**src/rtl/rx_ctrl_pkg.sv**
```systemverilog
// rtl/rx_ctrl_pkg.sv - shared types and helpers for the UART receive controller
// Contents: rx_ctrl_state_t FSM encoding, data_size bounds, data_size clamp and
// data-width mask helper functions.
package rx_ctrl_pkg;

    typedef enum logic [1:0] {
        IDLE    = 2'd0,
        CAPTURE = 2'd1,
        ACK     = 2'd2,
        STALL   = 2'd3
    } rx_ctrl_state_t;

    localparam logic [3:0] DATA_SIZE_MIN = 4'd5;
    localparam logic [3:0] DATA_SIZE_MAX = 4'd8;

    // Unsupported frame sizes fall back to a full byte.
    function automatic logic [3:0] clamp_data_size(input logic [3:0] size);
        if ((size < DATA_SIZE_MIN) || (size > DATA_SIZE_MAX)) begin
            return DATA_SIZE_MAX;
        end
        return size;
    endfunction

    // Zero every bit at or above the configured frame size.
    function automatic logic [7:0] mask_data(input logic [7:0] data, input logic [3:0] size);
        logic [7:0] masked;
        masked = '0;
        for (int i = 0; i < 8; i++) begin
            masked[i] = (4'(i) < size) ? data[i] : 1'b0;
        end
        return masked;
    endfunction

endpackage

```
**src/rtl/rx_ctrl_fifo.sv**
```systemverilog
// rtl/rx_ctrl_fifo.sv - synchronous FIFO holding received bytes
// Ports: clk, rst (sync active-high), push/wdata write side, pop read side,
// rdata registered head entry, full/empty flags, count occupancy.
// Push while full and pop while empty are ignored.
module rx_ctrl_fifo #(
    parameter int DEPTH = 8,
    parameter int WIDTH = 8
) (
    input  logic                     clk,
    input  logic                     rst,
    input  logic                     push,
    input  logic [WIDTH-1:0]         wdata,
    input  logic                     pop,
    output logic [WIDTH-1:0]         rdata,
    output logic                     full,
    output logic                     empty,
    output logic [$clog2(DEPTH):0]   count
);

    localparam int AW = $clog2(DEPTH);

    logic [WIDTH-1:0] mem [DEPTH];
    logic [AW-1:0]    wr_ptr;
    logic [AW-1:0]    rd_ptr;
    logic             do_push;
    logic             do_pop;

    assign full    = (count == (AW+1)'(DEPTH));
    assign empty   = (count == '0);
    assign do_push = push & ~full;
    assign do_pop  = pop & ~empty;
    assign rdata   = mem[rd_ptr];

    // Storage needs no reset; occupancy is tracked by the pointers and count.
    always_ff @(posedge clk) begin
        if (do_push) begin
            mem[wr_ptr] <= wdata;
        end
    end

    // Pointers are power-of-two wide, so they wrap on their own.
    always_ff @(posedge clk) begin
        if (rst) begin
            wr_ptr <= '0;
            rd_ptr <= '0;
            count  <= '0;
        end else begin
            if (do_push) begin
                wr_ptr <= wr_ptr + 1'b1;
            end
            if (do_pop) begin
                rd_ptr <= rd_ptr + 1'b1;
            end
            case ({do_push, do_pop})
                2'b10:   count <= count + 1'b1;
                2'b01:   count <= count - 1'b1;
                default: count <= count;
            endcase
        end
    end

endmodule

```
**src/rtl/rx_ctrl.sv**
```systemverilog
// rtl/rx_ctrl.sv - UART receiver sequencing controller (buffer drain, config, error counters)
// Ports: clk, n_rst (sync active-high reset); cfg_wr/cfg_bit_period/cfg_data_size
// config write, cfg_busy; bit_period/data_size to receiver; rx_data/data_ready/
// overrun_error/framing_error from receiver, data_read handshake back; out_data/
// out_valid/out_ready consumer stream; fifo_count; ferr_count/oerr_count saturating
// counters with err_clear.
// Optional macro RX_CTRL_FERR_TAG_EN: keep framing-error bytes, tagged via out_ferr.
module rx_ctrl
    import rx_ctrl_pkg::*;
#(
    parameter int          FIFO_DEPTH     = 8,
    parameter logic [13:0] BIT_PERIOD_RST = 14'd10,
    parameter logic [3:0]  DATA_SIZE_RST  = 4'd8
) (
    input  logic                          clk,
    input  logic                          n_rst,
    input  logic                          cfg_wr,
    input  logic [13:0]                   cfg_bit_period,
    input  logic [3:0]                    cfg_data_size,
    output logic                          cfg_busy,
    output logic [13:0]                   bit_period,
    output logic [3:0]                    data_size,
    input  logic [7:0]                    rx_data,
    input  logic                          data_ready,
    input  logic                          overrun_error,
    input  logic                          framing_error,
    output logic                          data_read,
    output logic [7:0]                    out_data,
`ifdef RX_CTRL_FERR_TAG_EN
    output logic                          out_ferr,
`endif
    output logic                          out_valid,
    input  logic                          out_ready,
    output logic [$clog2(FIFO_DEPTH):0]   fifo_count,
    output logic [7:0]                    ferr_count,
    output logic [7:0]                    oerr_count,
    input  logic                          err_clear
);

`ifdef RX_CTRL_FERR_TAG_EN
    localparam int EW = 9;
`else
    localparam int EW = 8;
`endif

    rx_ctrl_state_t state_q;
    rx_ctrl_state_t state_d;

    logic          data_read_q;
    logic          ovr_q;
    logic          capture;
    logic [7:0]    masked;
    logic          push;
    logic [EW-1:0] push_entry;
    logic [EW-1:0] head;
    logic          pop;
    logic          fifo_full;
    logic          fifo_empty;
    logic          ferr_inc;
    logic          oerr_inc;

    // ---------------- FSM ----------------
    always_ff @(posedge clk) begin
        if (n_rst) begin
            state_q <= IDLE;
        end else begin
            state_q <= state_d;
        end
    end

    always_comb begin
        state_d = state_q;
        case (state_q)
            IDLE: begin
                if (data_ready) begin
                    state_d = fifo_full ? STALL : CAPTURE;
                end
            end
            CAPTURE: state_d = ACK;
            ACK: begin
                if (!data_ready) begin
                    state_d = IDLE;
                end
            end
            STALL: begin
                if (!fifo_full) begin
                    state_d = CAPTURE;
                end
            end
            default: state_d = IDLE;
        endcase
    end

    // data_read is a flop that mirrors "now in CAPTURE", so it is glitch-free.
    always_ff @(posedge clk) begin
        if (n_rst) begin
            data_read_q <= 1'b0;
        end else begin
            data_read_q <= (state_d == CAPTURE);
        end
    end

    assign data_read = data_read_q;
    assign capture   = (state_q == CAPTURE);
    assign masked    = mask_data(rx_data, data_size);
    assign ferr_inc  = capture & framing_error;

`ifdef RX_CTRL_FERR_TAG_EN
    assign push       = capture;
    assign push_entry = {framing_error, masked};
    assign out_ferr   = head[8];
`else
    assign push       = capture & ~framing_error;
    assign push_entry = masked;
`endif

    // ---------------- FIFO ----------------
    assign pop       = ~fifo_empty & out_ready;
    assign out_valid = ~fifo_empty;
    assign out_data  = head[7:0];

    rx_ctrl_fifo #(
        .DEPTH (FIFO_DEPTH),
        .WIDTH (EW)
    ) u_fifo (
        .clk   (clk),
        .rst   (n_rst),
        .push  (push),
        .wdata (push_entry),
        .pop   (pop),
        .rdata (head),
        .full  (fifo_full),
        .empty (fifo_empty),
        .count (fifo_count)
    );

    // ---------------- Config ----------------
    assign cfg_busy = (state_q != IDLE) | data_ready;

    always_ff @(posedge clk) begin
        if (n_rst) begin
            bit_period <= BIT_PERIOD_RST;
            data_size  <= DATA_SIZE_RST;
        end else if (cfg_wr && !cfg_busy) begin
            bit_period <= cfg_bit_period;
            data_size  <= clamp_data_size(cfg_data_size);
        end
    end

    // ---------------- Error counters ----------------
    // Overrun is a level flag from the receiver; count each assertion once.
    assign oerr_inc = overrun_error & ~ovr_q;

    always_ff @(posedge clk) begin
        if (n_rst) begin
            ovr_q <= 1'b0;
        end else begin
            ovr_q <= overrun_error;
        end
    end

    // Clear takes priority over a simultaneous increment.
    always_ff @(posedge clk) begin
        if (n_rst || err_clear) begin
            ferr_count <= '0;
            oerr_count <= '0;
        end else begin
            if (ferr_inc && (ferr_count != 8'hFF)) begin
                ferr_count <= ferr_count + 8'd1;
            end
            if (oerr_inc && (oerr_count != 8'hFF)) begin
                oerr_count <= oerr_count + 8'd1;
            end
        end
    end

endmodule

```
**config.mk**
```make
export PLATFORM = sky130hd
export DESIGN_NAME = rx_ctrl
export DESIGN_NICKNAME = d
export VERILOG_FILES = /design/src/rtl/rx_ctrl_pkg.sv /design/src/rtl/rx_ctrl_fifo.sv /design/src/rtl/rx_ctrl.sv
export SDC_FILE = /design/constraint.sdc
export NUM_CORES = 1
export LEC_CHECK = 0
export ABC_AREA = 1
export BUFFER_PORTS_ARGS = -buffer_cell sky130_fd_sc_hd__buf_2
export CAP_MARGIN = 40
export CORE_MARGIN = 10
export CORE_UTILIZATION = 36
export DETAILED_ROUTE_END_ITERATION = 16
export SYNTH_ARGS = -nofsm -noshare
export SYNTH_HDL_FRONTEND = slang
export SYNTH_SLANG_ARGS = --single-unit
```
**constraint.sdc**
```tcl
create_clock -name clk -period 3.9 [get_ports clk]
set_clock_uncertainty 0.05 [all_clocks]
set_input_delay 0 -clock clk [delete_from_list [all_inputs] [get_ports clk]]
set_output_delay 0 -clock clk [all_outputs]
set_load 0.005 [all_outputs]
```
### Word-level counts from Yosys, hierarchy flattened

Memories as Yosys holds them, arrays and structs flattened. A register that Yosys moved wholly into a read port is not among the register bits.
Cells that the tools add are included.
Widths: inputs -> output; s select.

| word-level totals | value |
|---|---|
| bits in registers | 48 |
| bits in writable memories | 64 |
| input port bits | 34 |
| output and inout bits | 49 |
| memories | 1 |

Memory list:

| name | depth | bits a word | rd ports | clocked after Yosys merged registers in | wr ports | line | RTL |
|---|---|---|---|---|---|---|---|
| u_fifo.mem | 8 | 8 | 1 | 1 | 1 | rx_ctrl_fifo.sv:22 | `logic [WIDTH-1:0] mem [DEPTH];` |

| cells by class | value |
|---|---|
| add/sub/neg operators | 6 |
| magnitude comparators | 10 |
| equality and inequality tests | 9 |
| muxes and demuxes | 23 |
| bitwise operators | 11 |
| reduce and logical (&&, ||, !) cells | 10 |

Operator list:

| operator | count |
|---|---|
| $add 8x1->8 const B | 2 |
| $lt 3x4->1 const A | 4 |
| $ne 8x8->1 const B | 2 |
| $mux 1 | 13 |
| $lt 1x4->1 const A | 2 |
| $lt 2x4->1 const A | 2 |
| $mux 2 | 4 |
| $mux 4 | 2 |
| $pmux 2 s4 | 1 |
| $pmux 4 s2 | 1 |
| $add 3x1->3 const B | 2 |
| $and 1x1->1 | 6 |
| $eq 2x1->1 const B | 3 |
| $eq 2x2->1 const B | 3 |
| $mux 3 | 2 |
| $add 4x1->4 const B | 1 |
| $eq 4x4->1 const B | 1 |
| $gt 4x4->1 const B | 1 |
| $logic_not 4->1 | 1 |
| $lt 4x3->1 const B | 1 |
| $not 1->1 | 4 |
| $reduce_bool 2->1 | 2 |
| $sub 4x1->4 const B | 1 |
| $logic_and 1x1->1 | 3 |
| other kinds (4) | 5 |

### Depth between registers and ports, before layout

Gate-level depths: netlist of run 1.

| logic depth | value |
|---|---|
| word-level depth | 7 |
| gate-level depth with buffers | 13 |
| gate-level depth less buffers | 13 |

### By module

From an unflattened synthesis of run 1, not the netlist that was laid out.

| unflattened totals | value |
|---|---|
| cells, all modules | 538 |
| area, all modules | 5067.4 um^2 |

Modules (own cells, without submodules):

| module | times used | cells an instance | area each (um^2) | sequential area each (um^2) |
|---|---|---|---|---|
| rx_ctrl_fifo | 1 | 276 | 3215.6 | 2182.1 |
| rx_ctrl | 1 | 262 | 1851.8 | 760.7 |

### Worst setup path after synthesis of run 1

OpenSTA, ideal clock, no wires.

| path | value |
|---|---|
| kind | register to register |
| from | reg u_fifo.count[0] |
| to | reg u_fifo.count[2] |
| data arrival time | 1.697 ns |
| required time | 3.735 ns |
| setup slack | 2.037 ns |
| stages on the path, launching flop included | 14 |
| path buffers | 0 |
| period minus slack after synthesis | 1.863 ns |
| path through | dfxtp_1 -> nor2_1 -> nand3_1 -> nand2_1 -> inv_1 -> ha_1 -> nand2_1 -> inv_1 -> nor2_1 -> ha_1 -> a21oi_1 -> xnor2_1 -> o21ai_0 -> inv_1 |

| on the way | value |
|---|---|
| longest elaborated chain between the ends | 6 |

Ends and longest elaborated chain:

| what | line | RTL |
|---|---|---|
| start: declaration | rx_ctrl_fifo.sv:17 | `output logic [$clog2(DEPTH):0] count` |
| start signal: assignment | rx_ctrl_fifo.sv:55 | `2'b10: count <= count + 1'b1;` |
| start signal: assignment | rx_ctrl_fifo.sv:56 | `2'b01: count <= count - 1'b1;` |
| start signal: assignment | rx_ctrl_fifo.sv:57 | `default: count <= count;` |
| $logic_not 4->1 (*) | rx_ctrl_fifo.sv:29 | `assign empty = (count == '0);` |
| $not 1->1 (*) | -- |  |
| named net out_valid | rx_ctrl.sv:32 | `output logic out_valid,` |
| $and 1x1->1 | rx_ctrl.sv:118 | `assign pop = ~fifo_empty & out_ready;` |
| $and 1x1->1 (*) | rx_ctrl_fifo.sv:31 | `assign do_pop = pop & ~empty;` |
| $eq 2x1->1 / $eq 2x2->1 (equally long branches) | rx_ctrl_fifo.sv:54 | `case ({do_push, do_pop})` |
| $pmux 4 s2 / $reduce_bool 2->1 (equally long branches) | -- |  |

The timed path passes the listed nets; every way through them passes the cells marked *.
A chain may end at the register's enable or synchronous reset.

==> metrics.csv, run 1 <==
metric;value;unit
CTS Buffer Depth;2;
later-pin clock latency in the skew report;0.42;ns
number of antenna violations at the first check in global routing;0;
CTS H-tree depth;4;
Hold Crit Class;primary input to register;
DRC marker count from the first detailed-route iteration;157;
GRT Residual Overflow;0;
worst slack at placement;1.790;ns
number of flops mapped to enable cells by yosys;64;
Final Setup Violations;0;
share of layout cells above drive strength 1;19.91;%
worst slew margin relative to its limit;40.15;%
share of async-settable or async-resettable flops after synthesis;0;%
register area share after synthesis;60.52;%
count of unresolved DRC violations after routing;0;
most instantiated cells after synthesis;sky130_fd_sc_hd__nand2_1, sky130_fd_sc_hd__nor2_1, sky130_fd_sc_hd__edfxtp_1, sky130_fd_sc_hd__dfxtp_1, sky130_fd_sc_hd__o21ai_0;
Die Ht;136.2;um
transition time of the tightest slew-check pin;0.8945;ns
die footprint;18550;sq um
total via count in the routed design;3893;
total count of max-transition violations in the final report;0;
total of fill cells in the finished design;1242;
data arrival time of the critical path;2.19;ns
core box area;13240;sq um
most frequently used flop master after synthesis;sky130_fd_sc_hd__edfxtp_1;
top post-synthesis cells by area;sky130_fd_sc_hd__edfxtp_1, sky130_fd_sc_hd__dfxtp_1, sky130_fd_sc_hd__nand2_1, sky130_fd_sc_hd__nor2_1, sky130_fd_sc_hd__o21ai_0;
die span in x;136.2;um
number of cells upsized or downsized after cts;0;
number of standard cells in the layout, taps in and fillers out;830;
clock input transition at the sequential cells of the worst setup and hold paths;0.06;ns
layout-stage area growth over the synthesis result;33.14;%
largest net degree at the start of global routing;34;
share of Yosys cell area claimed by the top area cell type;39.53;%
via count of the first global-routing pass;3869;
Peak VDD IR;356.0;uV
Max Fanout on Critical Path;33;
final-report hold violation count;0;
Worst Setup Path Type;register to primary output;
critical path data required time;3.85;ns
leakage power total;0.002680;uW
count of standard-cell rows;42;
routability cong.;0.8276;
Setup Total Neg Slack;0;ns
estimated wirelength of the detail-placed design;8.042;mm
Post-Synthesis Cells;511;
crit path setup slack, layout;1.662;ns
power density of the placed cells;600.8;nW/um^2
number of sinks on the clock net;115;
Yosys warnings;0;
combinational share of power;20.4;%
fin nets;681;
detailed-route wire length per cell;14.50;um
Cell Count Post-Placement;758;
number of top-level pins;83;
reported net switching power;1125;uW
Worst Setup End Kind;primary output;
time the final worst path needs with I/O delays and setup;2.238;ns
detailed-route vias per instance;4.690;
aggregate global-route resource usage;13.06;%
crit share post-route;57.37;%
post-synthesis average cell area;9.515;sq um
power share of the sequential group;37.3;%
top-count cell post-synth;sky130_fd_sc_hd__nand2_1;
drt first pass iters;4;
root cell of the clock tree;sky130_fd_sc_hd__clkbuf_16;
synthesis-stage register bit count;115;
Switching Share;28.93;%
highest achievable clock rate;446.9;MHz
unrepaired setup endpoints after global routing;false;
TritonCTS clock tree;done;
post-synthesis net count;552;
post-synthesis instance area;4862;sq um
most area-hungry cell type in the Yosys netlist;sky130_fd_sc_hd__edfxtp_1;
post-synth cell types;35;
number of maximum-capacitance violations;0;
part of the power in the clock network;42.3;%
number of buffers inserted during clock tree synthesis;17;
CP Launch Type;register;
Initial Utilization;36.72;%
result of the run;complete, no violations;
cell internal pwr;2764;uW
wire length of the first global-routing pass;18.94;mm
count of buffers inserted at the top-level ports;82;
remaining antenna violation count after routing;0;
DRT Wirelength;12.04;mm
## power groups by stage
stage                     clock [uW]  combinational, uW  sequential, uW
after global placement             0                725            1480
after global routing            1720                908            1460
after CTS                       1670                803            1450
after detailed placement           0                766            1470
final                           1640                794            1450
after floorplan                    0                510            1450
## placed cells by master (no fill, tap or decap), drive strengths merged, types with 8 or more instances in the layout
cell | netlist | layout
dlygate4sd3 | 0 | 39
a21oi | 36 | 36
o22ai | 8 | 8
nand3 | 19 | 19
o21ai | 51 | 51
mux2i | 8 | 8
inv | 42 | 46
buf | 10 | 86
clkbuf | 5 | 17
edfxtp | 64 | 64
nor2 | 78 | 78
nand2 | 108 | 108
dfxtp | 51 | 51
## cell type report
class	count	area (sq um)	area share, %
Sequential cell	115	2943	45.46
Multi-Input combinational cell	339	1688	26.07
Timing Repair Buffer	125	833.3	12.87
Clock buffer	17	425.4	6.571
Tap cell	176	220.2	3.402
Clock inverter	15	203.9	3.150
Inverter	42	157.7	2.435
Antenna cell	1	2.502	0.03865
## flip-flops by register name (all words and copies together) (netlist names), named ones only
name           flops
bit_period        14
data_read          1
data_size          4
ferr_count         8
oerr_count         8
ovr_q              1
state_q            2
u_fifo.count       4
u_fifo.mem        64
u_fifo.rd_ptr      3
u_fifo.wr_ptr      3
## metal layers
metal  part of all wire [%]  vias to the layer above  track usage (%)
li1                       -                     1975                -
met1                     44                     1807            14.75
met2                     49                       90            21.41
met3                    5.6                       21            4.686
met4                    1.9                        0            6.568
met5                      0                        -                0
## final timing paths
| path | end | slack [ns] | from | cells after the start |
|---|---|---|---|---|
| max | out_data[4] | 1.66 | register | 7 |
| min | data_size[1] | 0.02 | cfg_wr | 3 |
| max reg2reg | u_fifo.mem[6][6] | 1.79 | u_fifo.count[1] | 5 |
| min reg2reg | u_fifo.rd_ptr[0] | 0.44 | u_fifo.rd_ptr[0] | 1 |
## timing repair
| action | in CTS | in global routing |
|---|---|---|
| endpoints found under the hold margin | 44 | 0 |
| setup buffers | 0 | 0 |
| hold buffers | 39 | 0 |
## stage by stage
stage                     hold WS [ns]  total power [uW]  area [sq um]  util (%)
final                          0.02189              3889          6474     48.89
after global routing           0.03143              4094          6471     48.87
after CTS                     0.006602              3924          6471     48.87
after detailed placement        0.1622              2239          5451     41.17
after global placement          0.1543              2208          5426     40.98
after floorplan                0.06322              1965          4862         -
## critical path: stages (launching register included)
cell and delay, ns:
sky130_fd_sc_hd__dfxtp_1 0.31, sky130_fd_sc_hd__buf_4 0.34, sky130_fd_sc_hd__inv_1 0.44, sky130_fd_sc_hd__o21ai_0 0.28, sky130_fd_sc_hd__o21ai_0 0.11, sky130_fd_sc_hd__nand2_1 0.07, sky130_fd_sc_hd__nand2_1 0.08, sky130_fd_sc_hd__buf_2 0.14
## kinds of logic (layout without fill, tap and decap cells)
logic type	count (synthesis)	in the layout	share of synthesized area, %
xor gates and xnor gates	10	10	1.801
AOI/OAI and AO/OA	101	101	11.17
muxes	8	8	1.647
buffers and inverters	57	199	4.761
other	0	1	0
and+or+nand+nor	213	213	18.30
DFF	115	115	60.52
adders and majority gates	7	7	1.801
(Power assumes the default switching activity.)
==> run 2, diff against run 1 <==
==> constraint.sdc (replaced) <==
create_clock -name clk -period 1.9 [get_ports clk]
set_clock_uncertainty 0.05 [all_clocks]
set_input_delay 0 -clock clk [delete_from_list [all_inputs] [get_ports clk]]
set_output_delay 0 -clock clk [all_outputs]
set_load 0.005 [all_outputs]
==> run 2 against run 1 <==
Cell count up 0.96%. Register-to-register slack worse by 1.7 ns. Clock power up 95%. Sequential share of layout area down 0.11 points. Largest cell class unchanged.
==> metrics.csv, run 2 (synthesis results as in run 1) <==
metric;value;unit;change
result of the run;complete, no violations;;unchanged
critical path data required time;2.15;ns;was 3.85 ns
estimated wirelength of the detail-placed design;8.262;mm;was 8.042 mm
die footprint;18550;sq um;unchanged
via count of the first global-routing pass;3986;;was 3869
number of sinks on the clock net;115;;unchanged
later-pin clock latency in the skew report;0.41;ns;was 0.42 ns
fin nets;690;;was 681
time the final worst path needs with I/O delays and setup;1.796;ns;
leading cell type in the layout, fill and taps excluded;sky130_fd_sc_hd__nand2_1;;unchanged
total count of max-transition violations in the final report;0;;unchanged
Largest regs;u_fifo.mem (64), bit_period (14);;unchanged
area taken by flip-flops and latches;2944;sq um;was 2943 sq um
TritonCTS clock tree;done;;unchanged
routability cong.;0.8265;;was 0.8276
remaining antenna violation count after routing;0;;unchanged
count of buffers inserted at the top-level ports;82;;unchanged
Cell Count Post-Placement;781;;was 758
number of buffers inserted during clock tree synthesis;17;;unchanged
detailed-route vias per instance;4.684;;was 4.690
wire length of the first global-routing pass;19.42;mm;was 18.94 mm
flip-flop count of the largest register, all copies and words added;64;;unchanged
die span in x;136.2;um;unchanged
Peak VDD IR;723.5;uV;was 356.0 uV
worst slew margin relative to its limit;42.67;%;was 40.15%
share of layout cells above drive strength 1;23.87;%;was 19.91%
final-report hold violation count;0;;unchanged
core box area;13240;sq um;unchanged
# Post-CTS Setup Buffers;0;;unchanged
worst reg-to-reg path cell count;13;;was 5
largest net degree at the start of global routing;33;;was 34
crit share post-route;94.52;%;
cell count of the worst hold path;5;;was 3
number of antenna violations at the first check in global routing;0;;unchanged
aggregate global-route resource usage;13.35;%;was 13.06%
Final Setup Violations;0;;unchanged
drt first pass iters;6;;was 4
root cell of the clock tree;sky130_fd_sc_hd__clkbuf_16;;unchanged
Multi-input gate area;1709;sq um;was 1688 sq um
total of fill cells in the finished design;1259;;was 1242
Worst Setup Path Type;register to register;;was register to primary output
layout-stage area growth over the synthesis result;33.53;%;was 33.14%
GRT Residual Overflow;0;;unchanged
detailed-route wire length per cell;14.56;um;was 14.50 um
Die Ht;136.2;um;unchanged
number of top-level pins;83;;unchanged
Max Fanout on Critical Path;4;;was 33
number of maximum-capacitance violations;0;;unchanged
crit path setup slack, layout;0.1042;ns;was 1.662 ns
clock input transition at the sequential cells of the worst setup and hold paths;0.05;ns;was 0.06 ns
transition time of the tightest slew-check pin;0.8523;ns;was 0.8945 ns
top library cells by usage in the layout, fill and taps aside;sky130_fd_sc_hd__nand2_1, sky130_fd_sc_hd__buf_2, sky130_fd_sc_hd__nor2_1;;unchanged
leakage power total;0.002693;uW;was 0.002680 uW
worst slack at placement;0.01203;ns;was 1.790 ns
Hold Crit Class;primary input to register;;unchanged
DRT Wirelength;12.20;mm;was 12.04 mm
data arrival time of the critical path;2.05;ns;was 2.19 ns
Biggest register;u_fifo.mem;;unchanged
n_diodes;0;;was 1
Worst Setup End Kind;register;;was primary output
count of unresolved DRC violations after routing;0;;unchanged
power density of the placed cells;1226;nW/um^2;was 600.8 nW/um^2
CP Launch Type;register;;unchanged
CTS H-tree depth;4;;unchanged
number of standard cells in the layout, taps in and fillers out;838;;was 830
highest achievable clock rate;556.8;MHz;
DRC marker count from the first detailed-route iteration;175;;was 157
Initial Utilization;36.72;%;unchanged
count of standard-cell rows;42;;unchanged
CTS Buffer Depth;2;;unchanged
total via count in the routed design;3925;;was 3893
-- run 2: cell count changes in the layout (fill, tap and decap cells not counted), moves of 3 or more --
cell	change
sky130_fd_sc_hd__buf_4	+26
sky130_fd_sc_hd__clkbuf_1	+3
sky130_fd_sc_hd__dlygate4sd3_1	-14
sky130_fd_sc_hd__inv_6	-4
-- run 2: final timing paths --
check,from,end,slack [ns]
max reg2reg,u_fifo.count[1],u_fifo.count[2],0.10
min reg2reg,bit_period[4],bit_period[4],0.42
max,u_fifo.count[1],u_fifo.count[2],0.10
min,out_ready,u_fifo.rd_ptr[0],0.002
-- run 2: metrics by stage --
stage,instance area (sq um),hold slack (ns),setup TNS (ns),util (%),total power (uW)
6_report,6492,0.001815,0,49.03,7961
5_1_grt,6492,0.03037,-0.01792,49.03,8404
4_1_cts,6470,0.008544,0,48.86,8001
3_5_place_dp,5622,0.1632,0,42.45,4737
3_3_place_gp,5622,0.1558,0,42.45,4692
2_1_floorplan,4862,0.06322,0,-,4033
-- run 2: where the power goes --
part           internal (uW)  switching (uW)
clock network           2120            1080
registers               2820            98.7
logic                    761            1080
total                   5700            2260
-- run 2: repair_timing --
item | CTS | global route
endpoints found under the hold margin | 37 | 0
pin swaps | 0 | 1
hold buffers | 25 | 0
setup endpoints to repair | 1 | 3
gates resized for setup | 1 | 10
-- run 2: critical path, cell delays in order, from the launching register on --
cell	delay (ns)
sky130_fd_sc_hd__dfxtp_1	0.32
sky130_fd_sc_hd__nor2_2	0.15
sky130_fd_sc_hd__nand3_2	0.11
sky130_fd_sc_hd__nand2_2	0.09
sky130_fd_sc_hd__inv_1	0.05
sky130_fd_sc_hd__ha_2	0.19
sky130_fd_sc_hd__nand2_1	0.07
sky130_fd_sc_hd__inv_1	0.05
sky130_fd_sc_hd__nor2_2	0.10
sky130_fd_sc_hd__ha_2	0.19
sky130_fd_sc_hd__a21oi_2	0.04
sky130_fd_sc_hd__xnor2_1	0.12
sky130_fd_sc_hd__o21ai_0	0.13
sky130_fd_sc_hd__inv_1	0.05
-- run 2: area by class of cell --
type | count | area share (%)
multi-input combinational | 339 | 26.32
inverter | 42 | 2.467
tap | 176 | 3.392
clock buffer | 22 | 7.150
clock inverter | 10 | 2.024
sequential | 115 | 45.35
timing repair buffer | 134 | 13.30
-- run 2: layer usage --
layer | up-vias | part of all wire, % | global-route usage, %
met5 | - | 0 | 0
met4 | 0 | 2.0 | 5.799
met3 | 23 | 5.0 | 4.539
met2 | 87 | 49 | 22.14
met1 | 1822 | 44 | 15.36
li1 | 1993 | - | -
